===== config.mk =====
export PLATFORM = sky130hd
export DESIGN_NAME = axi_sram_slave
export DESIGN_NICKNAME = d
export VERILOG_FILES = /design/src/rtl/axi_sram_pkg.sv /design/src/rtl/axi_sram_addr_gen.sv /design/src/rtl/axi_sram_slave.sv
export VERILOG_INCLUDE_DIRS = /design/src /design/src/rtl
export SDC_FILE = /design/constraint.sdc
export NUM_CORES = 1
export LEC_CHECK = 0
export ABC_AREA = 1
export CORE_ASPECT_RATIO = 0.7
export CORE_MARGIN = 5
export CORE_UTILIZATION = 36
export DETAILED_ROUTE_END_ITERATION = 10
export GPL_TIMING_DRIVEN = 0
export PLACE_DENSITY = 0.82
export SLEW_MARGIN = 10
export SYNTH_ARGS = -nofsm -noshare
export SYNTH_HDL_FRONTEND = slang
export SYNTH_SLANG_ARGS = --single-unit

===== constraint.sdc =====
create_clock -name ACLK -period 2.15 [get_ports ACLK]
set_input_delay 0.215 -clock ACLK [delete_from_list [all_inputs] [get_ports ACLK]]
set_output_delay 0.215 -clock ACLK [all_outputs]
set_load 0.01 [all_outputs]

===== src/rtl/AXI_define.svh =====
// rtl/AXI_define.svh - AXI channel width macros shared by the SRAM slave
`ifndef AXI_DEFINE_SVH
`define AXI_DEFINE_SVH
`define AXI_IDS_BITS   8
`define AXI_ADDR_BITS  32
`define AXI_DATA_BITS  32
`define AXI_STRB_BITS  4
`define AXI_LEN_BITS   4
`define AXI_SIZE_BITS  3
`define AXI_BURST_BITS 2
`endif


===== src/rtl/axi_sram_pkg.sv =====
// rtl/axi_sram_pkg.sv - states, response/burst/size constants for axi_sram_slave
package axi_sram_pkg;

    typedef enum logic [2:0] {
        IDLE,
        RD_REQ,
        RD_DATA,
        WR_DATA,
        WR_RESP
    } state_t;

    localparam logic [1:0] RESP_OKAY   = 2'b00;
    localparam logic [1:0] RESP_SLVERR = 2'b10;

    localparam logic [1:0] BURST_FIXED = 2'b00;
    localparam logic [1:0] BURST_INCR  = 2'b01;
    localparam logic [1:0] BURST_WRAP  = 2'b10;

    localparam logic [2:0] SIZE_WORD = 3'b010;

    // WRAP and the reserved encoding are both rejected
    function automatic logic is_err(input logic [2:0] size, input logic [1:0] burst);
        return (size != SIZE_WORD) || (burst == BURST_WRAP) || (burst == 2'b11);
    endfunction

endpackage


===== src/rtl/axi_sram_addr_gen.sv =====
// rtl/axi_sram_addr_gen.sv - latched SRAM word address with FIXED/INCR advance
module axi_sram_addr_gen
    import axi_sram_pkg::*;
#(
    parameter int AW = 14
) (
    input  logic          clk,
    input  logic          rst_n,
    input  logic          i_load,
    input  logic [AW-1:0] i_addr,
    input  logic [1:0]    i_burst,
    input  logic          i_advance,
    output logic [AW-1:0] o_addr
);

    logic [AW-1:0] r_addr;
    logic [1:0]    r_burst;

    // Anything other than FIXED steps by one word and rolls over modulo 2^AW
    always_ff @(posedge clk or negedge rst_n) begin
        if (!rst_n) begin
            r_addr  <= '0;
            r_burst <= BURST_INCR;
        end else if (i_load) begin
            r_addr  <= i_addr;
            r_burst <= i_burst;
        end else if (i_advance && (r_burst != BURST_FIXED)) begin
            r_addr <= r_addr + {{(AW-1){1'b0}}, 1'b1};
        end
    end

    assign o_addr = r_addr;

endmodule


===== src/rtl/axi_sram_slave.sv =====
// rtl/axi_sram_slave.sv - AXI4 slave to single-port SRAM bridge; SLVERR checking under AXI_SRAM_SLVERR_EN
`include "AXI_define.svh"
module axi_sram_slave
    import axi_sram_pkg::*;
#(
    parameter int SRAM_AW = 14,
    parameter int IDW     = `AXI_IDS_BITS
) (
    input  logic                        ACLK,
    input  logic                        ARESETn,
    input  logic [IDW-1:0]              ARID,
    input  logic [`AXI_ADDR_BITS-1:0]   ARADDR,
    input  logic [`AXI_LEN_BITS-1:0]    ARLEN,
    input  logic [`AXI_SIZE_BITS-1:0]   ARSIZE,
    input  logic [`AXI_BURST_BITS-1:0]  ARBURST,
    input  logic                        ARVALID,
    output logic                        ARREADY,
    output logic [IDW-1:0]              RID,
    output logic [`AXI_DATA_BITS-1:0]   RDATA,
    output logic [1:0]                  RRESP,
    output logic                        RLAST,
    output logic                        RVALID,
    input  logic                        RREADY,
    input  logic [IDW-1:0]              AWID,
    input  logic [`AXI_ADDR_BITS-1:0]   AWADDR,
    input  logic [`AXI_LEN_BITS-1:0]    AWLEN,
    input  logic [`AXI_SIZE_BITS-1:0]   AWSIZE,
    input  logic [`AXI_BURST_BITS-1:0]  AWBURST,
    input  logic                        AWVALID,
    output logic                        AWREADY,
    input  logic [`AXI_DATA_BITS-1:0]   WDATA,
    input  logic [`AXI_STRB_BITS-1:0]   WSTRB,
    input  logic                        WLAST,
    input  logic                        WVALID,
    output logic                        WREADY,
    output logic [IDW-1:0]              BID,
    output logic [1:0]                  BRESP,
    output logic                        BVALID,
    input  logic                        BREADY,
    output logic                        SRAM_CS,
    output logic                        SRAM_OE,
    output logic [3:0]                  SRAM_WEB,
    output logic [SRAM_AW-1:0]          SRAM_A,
    output logic [31:0]                 SRAM_DI,
    input  logic [31:0]                 SRAM_DO
);

    state_t                     r_state, w_next;
    logic                       r_prio;
    logic [IDW-1:0]             r_id;
    logic [`AXI_LEN_BITS-1:0]   r_len, r_cnt;
    logic [31:0]                r_rdata;
    logic                       r_hold;
    logic                       w_err;
    logic                       w_idle, w_ar_go, w_aw_go, w_r_fire, w_w_fire, w_rlast, w_adv;
    logic [SRAM_AW-1:0]         w_addr;
    logic [31:0]                w_rdata_src;
    logic                       w_unused;

    // r_prio: 0 lets a read win a tie, 1 lets a write win
    assign w_idle   = (r_state == IDLE) & ARESETn;
    assign w_ar_go  = w_idle & ARVALID & (!AWVALID | !r_prio);
    assign w_aw_go  = w_idle & AWVALID & (!ARVALID | r_prio);
    assign w_r_fire = (r_state == RD_DATA) & RREADY;
    assign w_w_fire = (r_state == WR_DATA) & WVALID;
    assign w_rlast  = (r_cnt == r_len);
    assign w_adv    = (w_r_fire & !w_rlast) | w_w_fire;

`ifdef AXI_SRAM_SLVERR_EN
    logic r_err;

    always_ff @(posedge ACLK or negedge ARESETn) begin
        if (!ARESETn) begin
            r_err <= 1'b0;
        end else if (w_ar_go) begin
            r_err <= is_err(ARSIZE, ARBURST);
        end else if (w_aw_go) begin
            r_err <= is_err(AWSIZE, AWBURST);
        end
    end

    assign w_err = r_err;
`else
    assign w_err = 1'b0;
`endif

    assign w_unused = ^{AWLEN, ARSIZE, AWSIZE,
                        ARADDR[`AXI_ADDR_BITS-1:SRAM_AW+2], ARADDR[1:0],
                        AWADDR[`AXI_ADDR_BITS-1:SRAM_AW+2], AWADDR[1:0]};

    axi_sram_addr_gen #(
        .AW (SRAM_AW)
    ) u_addr_gen (
        .clk       (ACLK),
        .rst_n     (ARESETn),
        .i_load    (w_ar_go | w_aw_go),
        .i_addr    (w_ar_go ? ARADDR[SRAM_AW+1:2] : AWADDR[SRAM_AW+1:2]),
        .i_burst   (w_ar_go ? ARBURST : AWBURST),
        .i_advance (w_adv),
        .o_addr    (w_addr)
    );

    always_ff @(posedge ACLK or negedge ARESETn) begin
        if (!ARESETn) begin
            r_state <= IDLE;
            r_prio  <= 1'b0;
            r_id    <= '0;
            r_len   <= '0;
            r_cnt   <= '0;
            r_rdata <= '0;
            r_hold  <= 1'b0;
        end else begin
            r_state <= w_next;
            r_hold  <= (r_state == RD_DATA) & !RREADY;
            if (w_ar_go) begin
                r_id   <= ARID;
                r_len  <= ARLEN;
                r_cnt  <= '0;
                r_prio <= ~r_prio;
            end else if (w_aw_go) begin
                r_id   <= AWID;
                r_prio <= ~r_prio;
            end
            if ((r_state == RD_DATA) && !r_hold) begin
                r_rdata <= w_rdata_src;
            end
            if (w_r_fire && !w_rlast) begin
                r_cnt <= r_cnt + 4'd1;
            end
        end
    end

    // SRAM_DO is only valid in the first RD_DATA cycle; later stall cycles replay the capture
    assign w_rdata_src = w_err ? 32'h0 : SRAM_DO;
    assign RDATA       = ((r_state == RD_DATA) && !r_hold) ? w_rdata_src : r_rdata;
    assign RID         = r_id;
    assign BID         = r_id;
    assign RRESP       = w_err ? RESP_SLVERR : RESP_OKAY;
    assign BRESP       = w_err ? RESP_SLVERR : RESP_OKAY;
    assign SRAM_A      = w_addr;

    always_comb begin
        w_next   = r_state;
        ARREADY  = w_ar_go;
        AWREADY  = w_aw_go;
        WREADY   = 1'b0;
        RVALID   = 1'b0;
        RLAST    = 1'b0;
        BVALID   = 1'b0;
        SRAM_CS  = 1'b0;
        SRAM_OE  = 1'b0;
        SRAM_WEB = 4'hF;
        SRAM_DI  = 32'h0;
        case (r_state)
            IDLE: begin
                if (w_ar_go) begin
                    w_next = RD_REQ;
                end else if (w_aw_go) begin
                    w_next = WR_DATA;
                end
            end
            RD_REQ: begin
                SRAM_CS = !w_err;
                SRAM_OE = !w_err;
                w_next  = RD_DATA;
            end
            RD_DATA: begin
                RVALID = 1'b1;
                RLAST  = w_rlast;
                if (w_r_fire) begin
                    w_next = w_rlast ? IDLE : RD_REQ;
                end
            end
            WR_DATA: begin
                WREADY = 1'b1;
                if (w_w_fire) begin
                    if (!w_err) begin
                        SRAM_CS  = 1'b1;
                        SRAM_WEB = ~WSTRB;
                        SRAM_DI  = WDATA;
                    end
                    if (WLAST) begin
                        w_next = WR_RESP;
                    end
                end
            end
            WR_RESP: begin
                BVALID = 1'b1;
                if (BREADY) begin
                    w_next = IDLE;
                end
            end
            default: w_next = IDLE;
        endcase
    end

endmodule


==> metrics.cfg <==
[sta]
setup_violations = 12
fin_hold_ws_ns = 0.460
drv_slew = 0
finalCritPeriodShare_pct = 104
setup_slack_ns = -0.0753
layout_min_cycle_time_ns = 2.23
fin_skew_ns = 0.00468
fmax_mhz = 449
hold_viol = 0
tns_ns = -0.797
rsz0062_at_grt = true

[global_route]
grt_usage_pct = 20.4
overflow = 0
antenna_found_initial = 0
grt_max_degree = 48
grt_pass1_wl_um = 22100
grt_pass1_vias = 4518

[run]
drv_cap = 0

[finish]
syn2layout_area_growth_pct = 78.3
antennaDiodeCount = 0
post-route-util_pct = 66.0
fin_nets = 959
drive_gt1_share_pct = 20.1

[routing]
m1WireLength_um = 5760
wl_per_cell_um = 15.3
drc = 0
firstDrtPassIters = 5
topRoutingLayerUsed = met4
vias_per_cell = 4.65
routed-via-count = 4371
drtIter0Drc = 241
postRouteAntennaNets = 0
route.met3.wl_um = 1420
wl_met2_um = 7100
drt_wl_total_um = 14400

[setup_path]
path_class = reg -> out
critPathMaxFanout = 10
startpoint_type = register
arrival_ns = 2.01
end_kind = output pin
cp.required_ns = 1.93

[floorplan]
dieWidth_um = 138
dieArea_um2 = 13700
start_util_pct = 37.0
io_pins = 284
core_um2 = 11100
chipHeight_um = 99.4
rows = 32

[placed_design]
gp_congestion = 0.889
dp.final_hpwl_um = 11100
port_buffers = 233

[power]
peakVddDrop_mv = 0.790
powerDensity_nw_per_um2 = 1380
p_leak_nw = 3.83

[clock_tree]
cts_tree = yes
clk_latency_ns = 0.32
path_clk_slew_ns = 0.06
cts_root_buf = clkbuf_16
clk_path_buf_depth = 2
cts.htree.levels = 3
clock_sinks = 69
cts_buffers = 9

[status]
status = finished, violations left
violations = setup timing

[logic_synthesis]
synth_enable_flop_cells = 0
synth_top_flop_cell = dfrtp_1
syn_area_um2 = 4110
yosys.cell_types.count = 34
async_flop_share_pct = 100
synth-seq-cells = 69
synth_area_per_cell_um2 = 8.12
syn-instance-count = 506
yosysWarnings = 0
ys_seq_area_share_pct = 42.1

[worst_hold_path]
hp-class = in -> reg

==> layer usage <==
layer	vias to the layer above	global-route usage, %
met5	-	0
met4	0	4.06
met3	12	6.17
met2	195	36.3
met1	2044	24.4
li1	2120	-
==> area by class of cell <==
class	instances	area [um^2]
inverters	74	280
clock inverters	6	93.8
clock buffers	10	239
plain buffers	32	284
fillers	885	3770
well taps	153	191
multi-input cells	334	1850
flip-flops and latches	69	1730
repair buffers	263	2650
==> worst max-delay path: stages, from the launching register on <==
cell,delay [ns]
dfrtp_1,0.42
nor2_4,0.13
nand2_2,0.06
or2_1,0.23
buf_6,0.16
buf_12,0.15
buf_6,0.11
mux2_4,0.30
buf_6,0.13
==> metrics by stage <==
| stage | std cells | total power [W] | area [um^2] | worst slack, ns |
|---|---|---|---|---|
| floorplan | 509 | 0.00528 | 4120 | 0.529 |
| global placement | 895 | 0.00760 | 6640 | -2.97 |
| detailed placement | 896 | 0.00776 | 6670 | -0.144 |
| CTS | 929 | 0.00981 | 7180 | -0.109 |
| global route | 941 | 0.0107 | 7320 | -0.152 |
| finish | 941 | 0.0101 | 7320 | -0.0753 |
==> placed cells by master (no fill, tap or decap), drive strengths merged, types with 5 or more instances in the layout <==
master         Yosys  layout
buf               27      87
clkbuf             5      17
clkdlybuf4s50      0     163
dfrtp             68      68
dlygate4sd2        0      31
dlymetal6s2s       0       5
inv               74      75
mux2              32      32
nand2            131     131
nand3             25      25
nor2              65      65
o21ai             52      52
xor2               5       5
==> cell families (layout without fill, tap and decap cells) <==
| family | count (synthesis) | count (layout) | share of synthesized area, % |
|---|---|---|---|
| compound gates | 59 | 59 | 7.46 |
| buf+inv | 106 | 385 | 13.3 |
| other cells | 1 | 4 | 0.0913 |
| flops | 69 | 69 | 42.1 |
| fa+ha+maj | 2 | 2 | 0.609 |
| xor+xnor | 9 | 9 | 1.92 |
| simple gates | 228 | 228 | 23.0 |
| mux | 32 | 32 | 11.5 |
==> where the power goes <==
part / leakage (nW) / total (W) / internal (W) / switching, W
Sequential: 0.839 / 0.00237 / 0.00194 / 0.000427
Combinational: 2.83 / 0.00607 / 0.00348 / 0.00259
Clock: 0.159 / 0.00164 / 0.00106 / 0.000581
==> Yosys cell counts (5+ instances only) <==
| cell type | n | area [um^2] |
|---|---|---|
| nand2_1 | 123 | 462 |
| inv_1 | 72 | 270 |
| dfrtp_1 | 68 | 1700 |
| nor2_1 | 62 | 233 |
| o21ai_0 | 34 | 170 |
| mux2_4 | 30 | 450 |
| nand3_1 | 25 | 125 |
| o21ai_1 | 17 | 85.1 |
| buf_4 | 15 | 113 |
| nand2_2 | 7 | 43.8 |
| buf_6 | 5 | 56.3 |
| xor2_1 | 5 | 43.8 |
==> worst paths after layout <==
path	from	endpoint	slack [ns]	cells past startpoint
min	ARLEN[1]	r_len[1]$_DFFE_PN0P_	0.46	3
min reg2reg	r_prio$_DFFE_PN0N_	r_prio$_DFFE_PN0N_	0.48	1
max in group asynchronous	ARESETn	r_rdata[9]$_DFF_PN0_	1.40	3
max reg2reg	r_state[0]$_DFFE_PN0P_	u_addr_gen.o_addr[8]$_DFFE_PN0P_	0.33	12
min in group asynchronous	ARESETn	u_addr_gen.o_addr[7]$_DFFE_PN0P_	0.49	3
max	r_state[0]$_DFFE_PN0P_	RDATA[17]	-0.08	8
==> state kept, by name, summed over array words and instances (netlist names) <==
| signal | flops |
|---|---|
| r_hold | 1 |
| r_prio | 1 |
| r_len | 4 |
| BID | 8 |
| r_cnt | 4 |
| r_state | 3 |
| u_addr_gen.o_addr | 14 |
| u_addr_gen.r_burst | 2 |
| r_rdata | 32 |
==> timing repair <==
item                                    4_1_cts  5_1_grt
endpoints found under the setup margin       69       39
gates resized for setup                     195       24
hold endpoints to repair                     21        0
setup buffers                                15       11
gates cloned                                  0        1
pin swaps                                     3        2
hold buffers                                  2        0
No activity file was read; power rests on OpenSTA's default activity.
